--- src/rtl/types.sv ---
// Types and constants shared by the UART flit transmitter and its receiver.
package types;
  localparam int FLIT_WIDTH = 128;
  typedef logic [FLIT_WIDTH-1:0] flit_t;

  localparam int FLIT_BYTES       = 16;
  localparam int UART_FRAME_BYTES = FLIT_BYTES + 1;

  localparam logic [7:0] UART_SYNC_BYTE = 8'hA5;

  typedef enum logic [1:0] {
    BS_IDLE,
    BS_START,
    BS_DATA,
    BS_STOP
  } byte_state_e;

  typedef enum logic {
    FS_IDLE,
    FS_SEND
  } flit_state_e;
endpackage

--- src/rtl/uart_byte_tx.sv ---
// Single-byte 8N1 transmitter: start bit, 8 data bits LSB first, stop bit.
// byte_ready_o also rises on the last stop cycle so consecutive bytes chain with no idle gap.
module uart_byte_tx
  import types::*;
#(
  parameter int CLKS_PER_BIT = 868
) (
  input  logic       clk,
  input  logic       rst_n,
  input  logic [7:0] byte_i,
  input  logic       byte_valid_i,
  output logic       byte_ready_o,
  output logic       tx_o
);
  localparam int               CNT_W    = (CLKS_PER_BIT > 1) ? $clog2(CLKS_PER_BIT) : 1;
  localparam logic [CNT_W-1:0] CNT_LAST = CNT_W'(CLKS_PER_BIT - 1);

  byte_state_e      state_q;
  logic [CNT_W-1:0] baud_q;
  logic [2:0]       bit_q;
  logic [7:0]       shift_q;
  logic             tx_q;
  logic             cell_end;

  assign cell_end     = (baud_q == CNT_LAST);
  assign byte_ready_o = (state_q == BS_IDLE) || ((state_q == BS_STOP) && cell_end);
  assign tx_o         = tx_q;

  always_ff @(posedge clk) begin
    if (!rst_n) begin
      state_q <= BS_IDLE;
      baud_q  <= '0;
      bit_q   <= '0;
      shift_q <= '0;
      tx_q    <= 1'b1;
    end else begin
      unique case (state_q)
        BS_IDLE: begin
          baud_q <= '0;
          if (byte_valid_i) begin
            shift_q <= byte_i;
            tx_q    <= 1'b0;
            state_q <= BS_START;
          end
        end
        BS_START: begin
          baud_q <= cell_end ? '0 : baud_q + 1'b1;
          if (cell_end) begin
            bit_q   <= '0;
            tx_q    <= shift_q[0];
            state_q <= BS_DATA;
          end
        end
        BS_DATA: begin
          baud_q <= cell_end ? '0 : baud_q + 1'b1;
          if (cell_end) begin
            // Shift right so the next bit to send is always shift_q[0].
            shift_q <= {1'b0, shift_q[7:1]};
            bit_q   <= bit_q + 1'b1;
            if (bit_q == 3'd7) begin
              tx_q    <= 1'b1;
              state_q <= BS_STOP;
            end else begin
              tx_q <= shift_q[1];
            end
          end
        end
        BS_STOP: begin
          baud_q <= cell_end ? '0 : baud_q + 1'b1;
          if (cell_end) begin
            if (byte_valid_i) begin
              shift_q <= byte_i;
              tx_q    <= 1'b0;
              state_q <= BS_START;
            end else begin
              tx_q    <= 1'b1;
              state_q <= BS_IDLE;
            end
          end
        end
        default: state_q <= BS_IDLE;
      endcase
    end
  end
endmodule

--- src/rtl/uart_flit_tx.sv ---
// Serializes one 128-bit flit per handshake as a 17-byte UART frame: sync byte, then
// flit bytes [7:0] upward. The flit is latched on accept so later input changes are ignored.
module uart_flit_tx
  import types::*;
#(
  parameter int         CLKS_PER_BIT = 868,
  parameter logic [7:0] SYNC_BYTE    = UART_SYNC_BYTE
) (
  input  logic  cpuclk,
  input  logic  rst_n,
  input  flit_t flit_in,
  input  logic  flit_in_valid,
  output logic  flit_in_ready,
  output logic  uart_tx,
  output logic  tx_busy
);
  flit_state_e state_q;
  flit_t       hold_q;
  logic [4:0]  byte_idx_q;
  logic [7:0]  byte_d;
  logic        byte_valid_d;
  logic        byte_ready;
  logic        accept;

  assign flit_in_ready = (state_q == FS_IDLE) && rst_n;
  assign tx_busy       = (state_q != FS_IDLE);
  assign accept        = flit_in_valid && flit_in_ready;

  // The sync byte goes straight from the accept; flit bytes come from the holding register.
  always_comb begin
    byte_valid_d = 1'b0;
    byte_d       = SYNC_BYTE;
    if (state_q == FS_IDLE) begin
      byte_valid_d = accept;
    end else if (byte_idx_q != 5'(FLIT_BYTES)) begin
      byte_valid_d = 1'b1;
      byte_d       = hold_q[{byte_idx_q[3:0], 3'b000} +: 8];
    end
  end

  always_ff @(posedge cpuclk) begin
    if (!rst_n) begin
      state_q    <= FS_IDLE;
      hold_q     <= '0;
      byte_idx_q <= '0;
    end else begin
      unique case (state_q)
        FS_IDLE: begin
          if (accept) begin
            hold_q     <= flit_in;
            byte_idx_q <= '0;
            state_q    <= FS_SEND;
          end
        end
        FS_SEND: begin
          if (byte_ready) begin
            if (byte_idx_q == 5'(FLIT_BYTES)) begin
              state_q <= FS_IDLE;
            end else begin
              byte_idx_q <= byte_idx_q + 1'b1;
            end
          end
        end
        default: state_q <= FS_IDLE;
      endcase
    end
  end

  uart_byte_tx #(
    .CLKS_PER_BIT(CLKS_PER_BIT)
  ) u_byte_tx (
    .clk         (cpuclk),
    .rst_n       (rst_n),
    .byte_i      (byte_d),
    .byte_valid_i(byte_valid_d),
    .byte_ready_o(byte_ready),
    .tx_o        (uart_tx)
  );
endmodule

--- config.mk ---
export PLATFORM = sky130hd
export DESIGN_NAME = uart_flit_tx
export DESIGN_NICKNAME = d
export VERILOG_FILES = /design/src/rtl/types.sv /design/src/rtl/uart_byte_tx.sv /design/src/rtl/uart_flit_tx.sv
export SDC_FILE = /design/constraint.sdc
export NUM_CORES = 1
export LEC_CHECK = 0
export BUFFER_PORTS_ARGS = -buffer_cell sky130_fd_sc_hd__buf_2
export CORE_ASPECT_RATIO = 1.2
export CORE_UTILIZATION = 30
export CTS_BUF_LIST = sky130_fd_sc_hd__clkbuf_8
export DETAILED_ROUTE_END_ITERATION = 8
export PLACE_DENSITY = 0.61
export SETUP_SLACK_MARGIN = 0.5
export SYNTH_ARGS = -nofsm -noshare
export SYNTH_HDL_FRONTEND = slang
export SYNTH_SLANG_ARGS = --single-unit
--- constraint.sdc ---
create_clock -name cpuclk -period 3.5 [get_ports cpuclk]
set_input_delay 0.175 -clock cpuclk [delete_from_list [all_inputs] [get_ports cpuclk]]
set_output_delay 0.175 -clock cpuclk [all_outputs]
set_load 0.02 [all_outputs]
==> flow_summary_export.csv, run 1 <==
group,metric,value,unit
pwr,leakage,0.00422,uW
placement,gp_congestion,0.834,
logic_synthesis,synthDistinctLibCells,62,
logic_synthesis,ys_warn_count,0,
setup_path,path_class,"register to register",
floorplanning,io_pins,134,
layout,fill_cells,2265,
logic_synthesis,syn_nets,962,
layout,final_common_cell,"nand2_1",
sta,finalCritPeriodShare,70.9,%
floorplanning,start_util,30.9,%
clocking,postCtsSetupRepairBufs,0,
clocking,cts-resized-gates,0,
routing,dr_wl_met3,829,um
sta,setup_viol,0,
layout,drive_gt1_share,20.2,%
layout,instances_no_fill,1373,
clocking,path_clk_slew,0.09,ns
placement,dp_slack,1.09,ns
sta,setup_tns,0,ns
floorplanning,coreArea,22700,um^2
clocking,cts_tree,"yes",
logic_synthesis,synth_area_per_cell,8.54,um^2
routing,top_layer,"met4",
floorplanning,die_w,141,um
layout,area_growth,36.6,%
layout,register_area,3170,um^2
setup_path,cp-end-kind,"register",
logic_synthesis,netlist_area,7000,um^2
global_route,grt_max_degree,95,
logic_synthesis,postSynthCellCount,820,
clocking,clock_latency,0.46,ns
pwr,powerDensity,471,nW/um^2
global_route,grt_pass1_vias,6608,
logic_synthesis,ys_seq_elements,158,
routing,via_count,6772,
layout,final_cell_mix,"nand2_1 (263), dfxtp_1 (156), nand3_1 (140)",
sta,fmaxAchievable,403,MHz
routing,drc,0,
pwr,power.total,4500,uW
setup_path,reg2reg_depth,6,
global_route,grt_util_all_layers,17.8,%
placement,portBuffers,133,
floorplanning,die_area,23900,um^2
worst_hold_path,hp-class,"input port to register",
layout,multi_input_comb_area,3560,um^2
sta,clock_skew,0.0113,ns
layout,diodes,0,
clocking,cts_sinks,158,
clocking,numCtsBuffers,17,
setup_path,cp.arrival,2.84,ns
sta,tightest_slew,0.972,ns
logic_synthesis,ys_seq_area_share,45.2,%
layout,layout.nets,1192,
global_route,gr-total-overflow,0,
sta,drv_slew,0,
clocking,cts_root_buf,"clkbuf_8",
sta,final.setup.worst_slack,1.02,ns
placement,placedCellCount,1213,
placement,dp_hpwl,13.2,mm
logic_synthesis,synth.top_cell.area_share,45.2,%
routing,drt-total-wl,21.1,mm
logic_synthesis,post-synth-top-area-cell,"dfxtp_1",
outcome,status,"complete, no violations",
clocking,cts_buffer_depth,2,
routing,wl_met2,10.5,mm
sta,rsz0062_at_grt,"no",
floorplanning,die_y,169,um
flow_run,drv_cap,0,
global_route,antenna_found_initial,0,
routing,drt_iter0_markers,374,
sta,hold_violations,0,
sta,slew_headroom,35.2,%
logic_synthesis,synth_ff_type,"dfxtp_1",
logic_synthesis,synth_edf_count,0,
floorplanning,fp-row-count,60,
sta,fin_crit,2.48,ns
pwr,peakVddDrop,0.277,mV
routing,via_per_inst,4.93,
setup_path,worstPathMaxFanout,17,
setup_path,critPathRequiredTime,3.86,ns
worst_hold_path,min_path_cells,2,
setup_path,start_kind,"register",
routing,ant_nets,0,
routing,wl_per_cell,15.4,um
routing,dr.pass1.iters,5,
global_route,grt_pass1_wl,33.2,mm
logic_synthesis,synth_area_leaders,"dfxtp_1 (45%), nand2_1 (14%), nand3_1 (10%)",
clocking,htree_levels,4,
routing,wl_met1,8.94,mm
logic_synthesis,async_reset_ff_share,0,%
cells by family (layout without fill, tap and decap cells):
group / Yosys count / in the layout / synth area share (%)
mux: 38 / 38 / 11.0
compound gates: 65 / 65 / 6.88
xor+xnor: 8 / 8 / 1.00
buf+inv: 70 / 313 / 3.95
simple gates: 470 / 470 / 30.0
fa+ha+maj: 11 / 11 / 1.97
flops: 158 / 158 / 45.2
final cells by class:
cell class,count,share of cell area [%]
well taps,310,4.06
repair buffers,269,21.0
inverters,12,0.471
flip-flops and latches,158,33.1
clock buffers,18,2.59
multi-input cells,592,37.3
clock inverters,14,1.50
flip-flops by register name (all words and copies together) (netlist names):
register	count
byte_idx_q	5
u_byte_tx.bit_q	3
tx_busy	1
u_byte_tx.state_q	2
u_byte_tx.baud_q	10
u_byte_tx.shift_q	8
hold_q	128
u_byte_tx.tx_o	1
per-stage QoR:
step | hold WS [ns] | utilization, % | area [um^2]
after floorplan | 0.274 | - | 7000
after global placement | 0.360 | 34.8 | 7890
after detailed placement | 0.361 | 34.8 | 7890
after CTS | 0.147 | 42.2 | 9560
after global routing | 0.176 | 42.2 | 9560
final | 0.174 | 42.2 | 9560
per-layer routing:
metal  vias to the layer above  track usage, %
li1                       3300               -
met1                      3208            20.9
met2                       201            30.5
met3                        63            3.67
met4                         0            9.68
met5                         -               0
critical path: stages, from the launching register on:
cell and delay (ns):
dfxtp_1 0.42, inv_1 0.12, ha_1 0.43, nor4bb_1 0.83, a22o_1 0.26, a21oi_1 0.05, a311oi_1 0.27
cell usage after synthesis, types with 3 or more instances:
cell / n
o21ai_0: 8
a311oi_1: 3
o311ai_0: 4
a22o_1: 4
clkbuf_1: 47
nand2_1: 263
a31oi_1: 6
mux4_2: 31
buf_2: 8
nor2b_1: 5
xor2_1: 4
or3_1: 4
mux2i_1: 5
nand2b_1: 6
nand3_1: 140
o2111ai_1: 3
a211oi_1: 4
inv_1: 12
nor2_1: 22
o31ai_1: 4
a21oi_1: 9
ha_1: 11
and2_1: 3
nor3_1: 4
dfxtp_1: 158
xnor2_1: 4
o22ai_1: 3
where the power goes:
part / switching [uW] / internal [uW] / leakage [uW] / total, uW
registers: 125 / 2010 / 0.00130 / 2130
logic: 554 / 463 / 0.00273 / 1020
clock network: 703 / 651 / 0.000193 / 1350
final timing paths:
| path | start | end | slack (ns) |
|---|---|---|---|
| min reg2reg | hold_q[109] | hold_q[109] | 0.45 |
| max | u_byte_tx.state_q[0] | u_byte_tx.shift_q[4] | 1.02 |
| min | rst_n | u_byte_tx.tx_o | 0.17 |
| max reg2reg | u_byte_tx.state_q[0] | u_byte_tx.shift_q[4] | 1.02 |
timing repair:
item	CTS	global route
endpoints found under the hold margin	128	0
setup endpoints to repair	0	0
hold buffers	128	0
No activity file was read; power rests on OpenSTA's default activity.
==> inputs of run 2 (changes only) <==
PLACE_DENSITY = 0.62   (was 0.61)
clock period = 2.18 ns   (was 3.5 ns; I/O delays follow)
==> run 2 against run 1 <==
  * Final cell count is 3.0% higher
  * Worst hold slack better by 0.033 ns
  * Global-route usage is 0.28 points higher
  * Flip-flop and latch count stayed put
  * Clock-buffer cell count is 1 higher
  * Die area stayed put
  * Sequential power is 63% higher
  * Power is 68% higher
  * Critical path type unchanged
  * Largest cell class unchanged
  * Highest routed layer unchanged
==> flow_summary_export.csv, run 2 (synthesis results as in run 1) <==
group,metric,value,unit
outcome,status,"complete, no violations",
layout,largest_register_ffs,128,
setup_path,path_class,"register to register",
sta,rsz0062_at_grt,"yes",
sta,whs,0.208,ns
layout,instances_no_fill,1414,
sta,tightest_slew,0.773,ns
clocking,cts_buffer_depth,2,
routing,ant_nets,0,
placement,dp_slack,0.133,ns
setup_path,worst_path_largest_cell_delay,0.50,ns
placement,placedCellCount,1223,
sta,slew_headroom,48.5,%
worst_hold_path,min_path_cells,3,
clocking,cts_tree,"yes",
setup_path,cp-end-kind,"register",
setup_path,critPathRequiredTime,2.58,ns
clocking,cts_sinks,158,
sta,drv_slew,0,
global_route,grt_pass1_wl,33.4,mm
sta,setup_viol,0,
global_route,gr-total-overflow,0,
floorplanning,die_area,23900,um^2
placement,dp_hpwl,13.4,mm
flow_run,drv_cap,0,
pwr,leakage,0.00451,uW
pwr,peakVddDrop,0.514,mV
setup_path,crit_chain,"ha_2, or2_4, o32a_1, or4b_1, a21oi_2",
layout,area_growth,46.5,%
routing,wl_per_cell,15.2,um
placement,place_area,8100,um^2
routing,drc,0,
routing,drt-total-wl,21.5,mm
layout,layout.nets,1233,
worst_hold_path,hold_end,"u_byte_tx.tx_o",
routing,via_count,6857,
global_route,antenna_found_initial,0,
setup_path,start_kind,"register",
setup_path,cp.arrival,2.23,ns
sta,hold_violations,0,
placement,gp_congestion,0.863,
sta,finalCritPeriodShare,84.0,%
floorplanning,start_util,30.9,%
layout,final_cell_mix,"nand2_1 (263), dfxtp_1 (147), nand3_1 (138)",
pwr,powerDensity,736,nW/um^2
setup_path,rrSetupSlack,0.35,ns
clocking,numCtsBuffers,17,
clocking,clock_latency,0.46,ns
clocking,cts_root_buf,"clkbuf_8",
worst_hold_path,hp-class,"input port to register",
floorplanning,die_w,141,um
setup_path,slowest_stage,"or4b_1",
routing,drt_iter0_markers,382,
clocking,htree_levels,4,
setup_path,worstPathMaxFanout,6,
worst_hold_path,min_from,"rst_n",
layout,diodes,0,
layout,final_area,10300,um^2
global_route,grt_util_all_layers,18.1,%
placement,portBuffers,133,
setup_path,timing.rr.end,"u_byte_tx.state_q[1]",
layout,largest_register,"hold_q",
floorplanning,coreArea,22700,um^2
setup_path,reg2reg_depth,5,
floorplanning,io_pins,134,
sta,setup_tns,0,ns
routing,dr.pass1.iters,5,
sta,clock_skew,0.0147,ns
global_route,grt_pass1_vias,6688,
floorplanning,fp-row-count,60,
sta,fmaxAchievable,546,MHz
layout,final_common_cell,"nand2_1",
global_route,grt_max_degree,86,
setup_path,regToRegStartpoint,"u_byte_tx.state_q[1]",
layout,top_regs,"hold_q x128, u_byte_tx.baud_q x10, u_byte_tx.shift_q x8",
sta,fin_crit,1.83,ns
sta,final.setup.worst_slack,0.348,ns
floorplanning,die_y,169,um
layout,drive_gt1_share,26.4,%
routing,via_per_inst,4.85,
clocking,path_clk_slew,0.09,ns
==> run 2: layer usage <==
layer / vias to the layer above / GRT usage (%) / routed length, um
met5: - / 0 / 0
met4: 0 / 10.4 / 1020
met3: 69 / 3.98 / 927
met2: 215 / 31.2 / 10800
met1: 3193 / 20.6 / 8700
li1: 3380 / - / -
==> run 2: cell type report <==
type	instances	area (um^2)
inverter	12	47.5
fill	2185	12400
sequential	158	3190
clock buffer	19	262
multi-input combinational	593	3810
tap	310	388
timing repair buffer	309	2430
clock inverter	13	125
==> run 2: power breakdown <==
part / total, uW / internal [uW] / switching, uW / leakage (uW)
Clock: 2140 / 1060 / 1080 / 0.000197
Sequential: 3470 / 3230 / 239 / 0.00131
Combinational: 1940 / 964 / 978 / 0.00301
==> run 2: through the flow <==
step           util (%)  power (uW)
6_report           45.2        7550
5_1_grt            45.2        7920
4_1_cts            44.8        7490
3_5_place_dp       35.7        5000
3_3_place_gp       35.7        4970
2_1_floorplan         -        4490
==> run 2: worst max path at each step <==
stage | start | to | slack (ns) | depth (start not counted)
finish | u_byte_tx.state_q[1] | u_byte_tx.state_q[1] | 0.35 | 5
global route | u_byte_tx.baud_q[1] | u_byte_tx.state_q[1] | 0.29 | 5
CTS | u_byte_tx.baud_q[3] | u_byte_tx.state_q[1] | 0.35 | 4
detailed placement | u_byte_tx.baud_q[0] | u_byte_tx.shift_q[0] | 0.13 | 5
global placement | u_byte_tx.baud_q[0] | u_byte_tx.shift_q[0] | 0.18 | 5
floorplan | byte_idx_q[0] | u_byte_tx.shift_q[5] | 0.26 | 8
==> run 2: repair_timing <==
action / CTS / global route
endpoints found under the setup margin: 21 / 31
gates resized for setup: 38 / 13
endpoints found under the hold margin: 128 / 0
cloned: 1 / 1
hold buffers: 129 / 0
setup buffers: 26 / 2
pin swaps: 19 / 11
==> run 2: worst max-delay path, delay by kind of cell (launching register included) <==
kind                     cells  cell delay [ns]
AND/OR/NAND/NOR              2             0.77
flip-flops                   1             0.38
AO/OA/AOI/OAI                2             0.37
adder cells (fa/ha/maj)      1             0.25
